<file path="config.mk">
export PLATFORM = sky130hd
export DESIGN_NAME = ram_access_ctrl
export DESIGN_NICKNAME = d
export VERILOG_FILES = /design/src/rtl/ram_access_ctrl.sv
export SDC_FILE = /design/constraint.sdc
export NUM_CORES = 1
export LEC_CHECK = 0
export ABC_AREA = 1
export CORE_ASPECT_RATIO = 1.75
export CORE_MARGIN = 2
export CORE_UTILIZATION = 48
export DETAILED_ROUTE_END_ITERATION = 7
export PLACE_DENSITY = 0.92
export RECOVER_POWER = 25
export SKIP_CTS_REPAIR_TIMING = 1
export SLEW_MARGIN = 20
export SYNTH_ARGS = -nofsm -noshare
export SYNTH_HDL_FRONTEND = slang
export SYNTH_SLANG_ARGS = --single-unit
</file>
<file path="constraint.sdc">
create_clock -name i_clk -period 11.3 [get_ports i_clk]
set_input_delay 3.39 -clock i_clk [delete_from_list [all_inputs] [get_ports i_clk]]
set_output_delay 3.39 -clock i_clk [all_outputs]
set_load 0.05 [all_outputs]
</file>
<file path="src/rtl/ram_access_ctrl.sv">
// rtl/ram_access_ctrl.sv - round-robin write/read front end for a 1K x 8 single-port RAM
module ram_access_ctrl #(
    parameter int ADDR_W    = 10,
    parameter int DATA_W    = 8,
    parameter int RSP_DEPTH = 2
) (
    input  logic              i_clk,
    input  logic              i_reset,
    input  logic              i_wr_valid,
    output logic              o_wr_ready,
    input  logic [ADDR_W-1:0] i_wr_addr,
    input  logic [DATA_W-1:0] i_wr_data,
    input  logic              i_rd_valid,
    output logic              o_rd_ready,
    input  logic [ADDR_W-1:0] i_rd_addr,
    output logic              o_rsp_valid,
    input  logic              i_rsp_ready,
    output logic [DATA_W-1:0] o_rsp_data,
    output logic [ADDR_W-1:0] o_ram_address,
    output logic              o_ram_write,
    output logic [DATA_W-1:0] o_ram_data_in,
    input  logic [DATA_W-1:0] i_ram_data_out
);

    typedef enum logic {
        GRANT_WRITE = 1'b0,
        GRANT_READ  = 1'b1
    } grant_t;

    grant_t              r_last_grant;
    grant_t              w_last_grant_next;
    logic                w_wr_grant;
    logic                w_rd_grant;
    logic                w_rd_credit;
    logic [2:0]          w_credit_sum;
    logic                w_push;
    logic                w_pop;

    logic                r_rd_inflight;
    logic [DATA_W-1:0]   r_fifo [2];
    logic                r_wptr;
    logic                r_rptr;
    logic [1:0]          r_count;
    logic [ADDR_W-1:0]   r_ram_address;
    logic [DATA_W-1:0]   r_ram_data_in;

    assign w_pop        = o_rsp_valid && i_rsp_ready;
    assign w_push       = r_rd_inflight;
    // Occupancy the buffer will have once the inflight read lands; a new read needs a free slot.
    assign w_credit_sum = {1'b0, r_count} + {2'b00, r_rd_inflight} - {2'b00, w_pop};
    assign w_rd_credit  = w_credit_sum < 3'(RSP_DEPTH);

    always_ff @(posedge i_clk) begin
        if (i_reset) begin
            r_last_grant <= GRANT_READ;
        end else begin
            r_last_grant <= w_last_grant_next;
        end
    end

    always_comb begin
        w_wr_grant        = 1'b0;
        w_rd_grant        = 1'b0;
        w_last_grant_next = r_last_grant;
        if (!i_reset) begin
            if (i_wr_valid && i_rd_valid && w_rd_credit) begin
                if (r_last_grant == GRANT_READ) begin
                    w_wr_grant = 1'b1;
                end else begin
                    w_rd_grant = 1'b1;
                end
            end else if (i_wr_valid) begin
                w_wr_grant = 1'b1;
            end else if (i_rd_valid && w_rd_credit) begin
                w_rd_grant = 1'b1;
            end
        end
        if (w_wr_grant) begin
            w_last_grant_next = GRANT_WRITE;
        end else if (w_rd_grant) begin
            w_last_grant_next = GRANT_READ;
        end
    end

    assign o_wr_ready    = w_wr_grant;
    assign o_rd_ready    = w_rd_grant;
    assign o_ram_write   = w_wr_grant;
    assign o_ram_address = w_wr_grant ? i_wr_addr : (w_rd_grant ? i_rd_addr : r_ram_address);
    assign o_ram_data_in = w_wr_grant ? i_wr_data : r_ram_data_in;

    always_ff @(posedge i_clk) begin
        if (i_reset) begin
            r_ram_address <= '0;
            r_ram_data_in <= '0;
        end else begin
            r_ram_address <= o_ram_address;
            r_ram_data_in <= o_ram_data_in;
        end
    end

    always_ff @(posedge i_clk) begin
        if (i_reset) begin
            r_rd_inflight <= 1'b0;
            r_fifo[0]     <= '0;
            r_fifo[1]     <= '0;
            r_wptr        <= 1'b0;
            r_rptr        <= 1'b0;
            r_count       <= 2'd0;
        end else begin
            assert (!(w_push && r_count == 2'd2));
            r_rd_inflight <= w_rd_grant;
            if (w_push) begin
                r_fifo[r_wptr] <= i_ram_data_out;
                r_wptr         <= ~r_wptr;
            end
            if (w_pop) begin
                r_rptr <= ~r_rptr;
            end
            if (w_push && !w_pop) begin
                r_count <= r_count + 2'd1;
            end else if (w_pop && !w_push) begin
                r_count <= r_count - 2'd1;
            end
        end
    end

    assign o_rsp_valid = r_count != 2'd0;
    assign o_rsp_data  = r_fifo[r_rptr];

endmodule

</file>
Yosys cells after proc, flatten, opt, wreduce, memory -nomap -nowiden
Memories as Yosys holds them, arrays and structs flattened. A register that Yosys moved wholly into a read port is not among the register bits. Index checks and enable logic that the tools add are counted.

ROM bits: 0. Bits in registers: 24. Input port bits: 41. Memories: 1. Latch bits: 0. RAM bits: 16.

Reductions and logical operators: 12. Bitwise gates (word level): 2. $add $sub $neg: 4. Muxes and demuxes: 26. Divide/modulo/power cells: 0. Shifts and indexed selects: 0. $lt $le $gt $ge: 1. Eq/ne operators: 0. Multiply operators: 0.

Memories: r_fifo (words 2, width 8, rd ports 1, clocked after memory_dff 1, write ports 2, line 40) `logic [DATA_W-1:0] r_fifo [2];`.

Operator list (number): $mux 1 (20); $mux 10 (2); $mux 8 (2); $reduce_or 8->1 (1); $logic_and 1x1->1 (6); $reduce_bool 2->1 (3); $mux 2 (2); $add 2x1->3 (1); $lt 3x2->1 const B (1); $sub 3x1->3 (1); $add 2x1->2 const B (1); $logic_not 1->1 (2); $not 1->1 (2); $sub 2x1->2 const B (1).

Depth between registers and ports, before layout
Depth after elaboration: 11. Mapped depth: 16.

Worst setup path after synthesis
Ideal clock, no wire load.

Path type: input-to-output. Start: in i_rsp_ready. End: out o_ram_address[0]. Buffers on the path: 1. Required time: 7.910 ns. Arrival time: 5.568 ns. Slack: 2.342 ns. Stages on the path: 14. Cells stage by stage: nand2_1 > inv_1 > ha_1 > or2_2 > fa_1 > nand2_1 > inv_1 > nand4_2 > nand2_4 > inv_2 > buf_6 > nand2_1 > nand2_1 > inv_1.

RTL lines: from (decl) (line 17) `input logic i_rsp_ready,`; $logic_and 1x1->1 (line 47) `assign w_pop = o_rsp_valid && i_rsp_ready;`; via w_pop (line 37) `logic w_pop;`; $sub 3x1->3 (line 50) `assign w_credit_sum = {1'b0, r_count} + {2'b00, r_rd_inflight} - {2'b00, w_pop};`; $lt 3x2->1 (line 51) `assign w_rd_credit = w_credit_sum < 3'(RSP_DEPTH);`; $logic_and 1x1->1 (line 66) `if (i_wr_valid && i_rd_valid && w_rd_credit) begin`; $mux 1 (line 66); $mux 1 (line 65) `if (!i_reset) begin`; via o_ram_write (line 20) `output logic o_ram_write,`; $mux 10 (line 88) `assign o_ram_address = w_wr_grant ? i_wr_addr : (w_rd_grant ? i_rd_addr : r_ram_address);`; to (decl) (line 19) `output logic [ADDR_W-1:0] o_ram_address,`.

The timed path passes the listed nets, and every way through them passes these cells.

Final worst setup path
Start: in i_rsp_ready. End: out o_ram_address[6].

Cells in the longest elaborated chain, start to end: 10.

Ends and longest elaborated chain: $logic_and 1x1->1 (*) (line 47); via w_pop (line 37); $sub 3x1->3 (*) (line 50); $lt 3x2->1 (*) (line 51); $logic_and 1x1->1 (line 74) `end else if (i_rd_valid && w_rd_credit) begin`; $mux 1 (line 74); $mux 1 (line 72) `end else if (i_wr_valid) begin`; $mux 1 (line 66); $mux 1 (line 65); $mux 10 (line 88); $mux 10 (*) (line 88).

Mark *: on every way through the listed nets, which the timed path passes. The rest lies on a longest branch.

==> results.toml <==
[critical_path]
cpLargestDelayFamily = "buffers and inverters"
cp-end-kind = "output port"
worstPathCellList = "clkdlybuf4s50_1, nand2_1, inv_1, ha_1, or2_2, fa_1, nand2_1, a21oi_1, buf_4, nand3_1, nand2_1, nand3_1, nand2_1, inv_1, clkdlybuf4s50_1"
r2r-start = "r_count[1]"
rr_worst_depth = 15
start_kind = "input pin"
cp.arrival_ns = 6.84
critPathKind = "in2out"
crit_required_ns = 7.91
cp_max_fo = 12
cp.depth = 15
slowest_delay_ns = 0.70
r2r_setup_slack_ns = 8.28
crit_slowest_cell = "clkdlybuf4s50_1"
cpMostUsedCell = "nand2_1"
critPathBufInv = 5
r2r_end = "r_ram_address[7]"

[place]
io_buffers = 70
hpwl_microns = 3000
place_ws_ns = 1.08
place.gp.congestion = 0.751

[synthesis]
yosysUniqueCellTypes = 23
syn_area_sq_um = 1970
synthTopCellsByArea = "dfxtp_1, edfxtp_1, inv_1, nand2_1, nor2_1"
synthFlopType = "dfxtp_1"
synthCells = 248
avgSynthCellArea_sq_um = 7.93
synth_top_area_cell = "dfxtp_1"
seq_area_frac_synth = 0.499
synth_top_cell_area_share = 0.254
yosysWarnings = 0
synthArstFlopShare = 0
synth_edf_count = 16
ys_ff_latch = 41
synthesis.nets = 292

[timing]
relSlewSlack = 0.380
finClkSkew_ns = 0.00377
setup_ws_ns = 1.07
hold_viol = 0
holdWs_ns = 0.463
setup_viol = 0
min_period_ns = 10.23
maxSlewViolCount = 0
period_share = 0.905
fin_tns_setup_ns = 0
rsz0062_at_grt = "false"
worst_pin_slew_ns = 0.931
fmax_mhz = 97.8

[pwr]
power_frac_seq = 0.312
peakVddDrop_mv = 0.155
p_int_mw = 0.345
powerDensity_nw_per_um2 = 217
power_frac_clock = 0.190
power.share.combinational = 0.498
switching_share = 0.429
p_total_mw = 0.605
cellLeakagePower_nw = 1.34
power_switching_mw = 0.260

[cells_and_area]
area_growth_pct = 41.5
final_cell_mix = "clkdlybuf4s50_1, inv_1, nand2_1"
drive_gt1_frac = 0.0694
final_common_cell = "clkdlybuf4s50_1"
utilization = 0.713
diodes = 0
final_nets = 360
fillCellCount = 308

[route]
drt_iter0_drc = 31
wl_microns = 3890
avgRoutedWirePerCell_microns = 10.7
vias = 1727
vias_per_cell = 4.73
postRouteAntennaNets = 0
drt-pass1-iter-count = 4
drc = 0

[grt]
track_usage = 0.185
grt_pass1_wl_microns = 6510
antenna_found_initial = 0
grt_max_degree = 28
grt-ovfl-total = 0
grt_pass1_vias = 1628

[cts]
clk_pin_slew_ns = 0.08
htree_levels = 2
numCtsBuffers = 5
cts_buffer_depth = 2
clkLatencyLatePin_ns = 0.29
cts_tree = "built"
clock_sinks = 41
root_buffer = "clkbuf_8"

[floorplan]
die_y_microns = 88.7
die_area_sq_um = 4650
ios = 71
rows = 30
chipWidth_microns = 52.4
core_sq_um = 3900
start_util = 0.504

[worst_hold_path]
worstHoldPathType = "reg2reg"
min_path_cells = 1
min_from = "r_rptr"

[outcome]
run_status = "finished clean"

[run]
cap_violations = 0
-- worst max path at each step --
stage / start / end
floorplan: i_rsp_ready / o_ram_address[0]
global route: i_rsp_ready / o_ram_address[9]
detailed placement: i_rsp_ready / o_ram_address[6]
global placement: i_rsp_ready / o_ram_address[6]
finish: i_rsp_ready / o_ram_address[6]
CTS: i_rsp_ready / o_ram_address[7]
-- cells in the mapped netlist (2+ instances only) --
cell type	instances
a21oi_1	7
buf_2	5
buf_4	3
clkbuf_1	2
dfxtp_1	25
edfxtp_1	16
ha_1	2
inv_1	53
inv_2	2
mux2_2	8
nand2_1	46
nand3_1	13
nand4_1	10
nor2_1	36
o21ai_0	12
-- per-layer routing --
layer / track usage / up-vias / part of all wire
met5: 0 / - / 0
met4: 0.0676 / 0 / 0.017
met3: 0.0591 / 8 / 0.081
met2: 0.351 / 64 / 0.54
met1: 0.178 / 756 / 0.36
li1: - / 899 / -
-- logic make-up after synthesis --
logic type / share of synthesized area
flops: 0.499
buf+inv: 0.141
simple gates: 0.240
compound gates: 0.0522
mux: 0.0458
fa+ha+maj: 0.0229
-- worst register-to-register path: cells and delay by family (launching register included) --
kind | cells | cell delay [ns]
AND/OR/NAND/NOR | 9 | 1.26
AO/OA/AOI/OAI | 1 | 0.12
buffers and inverters | 3 | 0.37
flip-flops | 1 | 0.42
adder cells (fa/ha/maj) | 2 | 0.71
-- registers in the layout, indices dropped and copies added (netlist names), named ones only --
register / count
r_fifo: 16
r_count: 2
r_ram_address: 10
r_ram_data_in: 8
r_rd_inflight: 1
r_wptr: 1
r_last_grant: 1
r_rptr: 1
-- per-stage QoR --
stage                     cell area (sq um)  instances
after CTS                              2790        365
after floorplan                        1970        248
after global routing                   2780        365
after global placement                 2680        357
after detailed placement               2680        357
final                                  2780        365
-- cell type report --
cell class | count | area, sq um | share of cell area
flip-flops and latches | 41 | 981 | 0.353
repair buffers | 72 | 712 | 0.256
multi-input cells | 140 | 709 | 0.255
inverters | 56 | 210 | 0.0755
clock buffers | 5 | 68.8 | 0.0247
well taps | 48 | 60.1 | 0.0216
clock inverters | 3 | 41.3 | 0.0148
-- power by group through the flow --
stage | sequential [mW] | clock [mW] | combinational (mW)
2_1_floorplan | 0.187 | 0 | 0.220
3_3_place_gp | 0.192 | 0 | 0.297
3_5_place_dp | 0.193 | 0 | 0.302
4_1_cts | 0.189 | 0.118 | 0.303
5_1_grt | 0.191 | 0.124 | 0.327
6_report | 0.189 | 0.115 | 0.301
(Power assumes the default switching activity.)
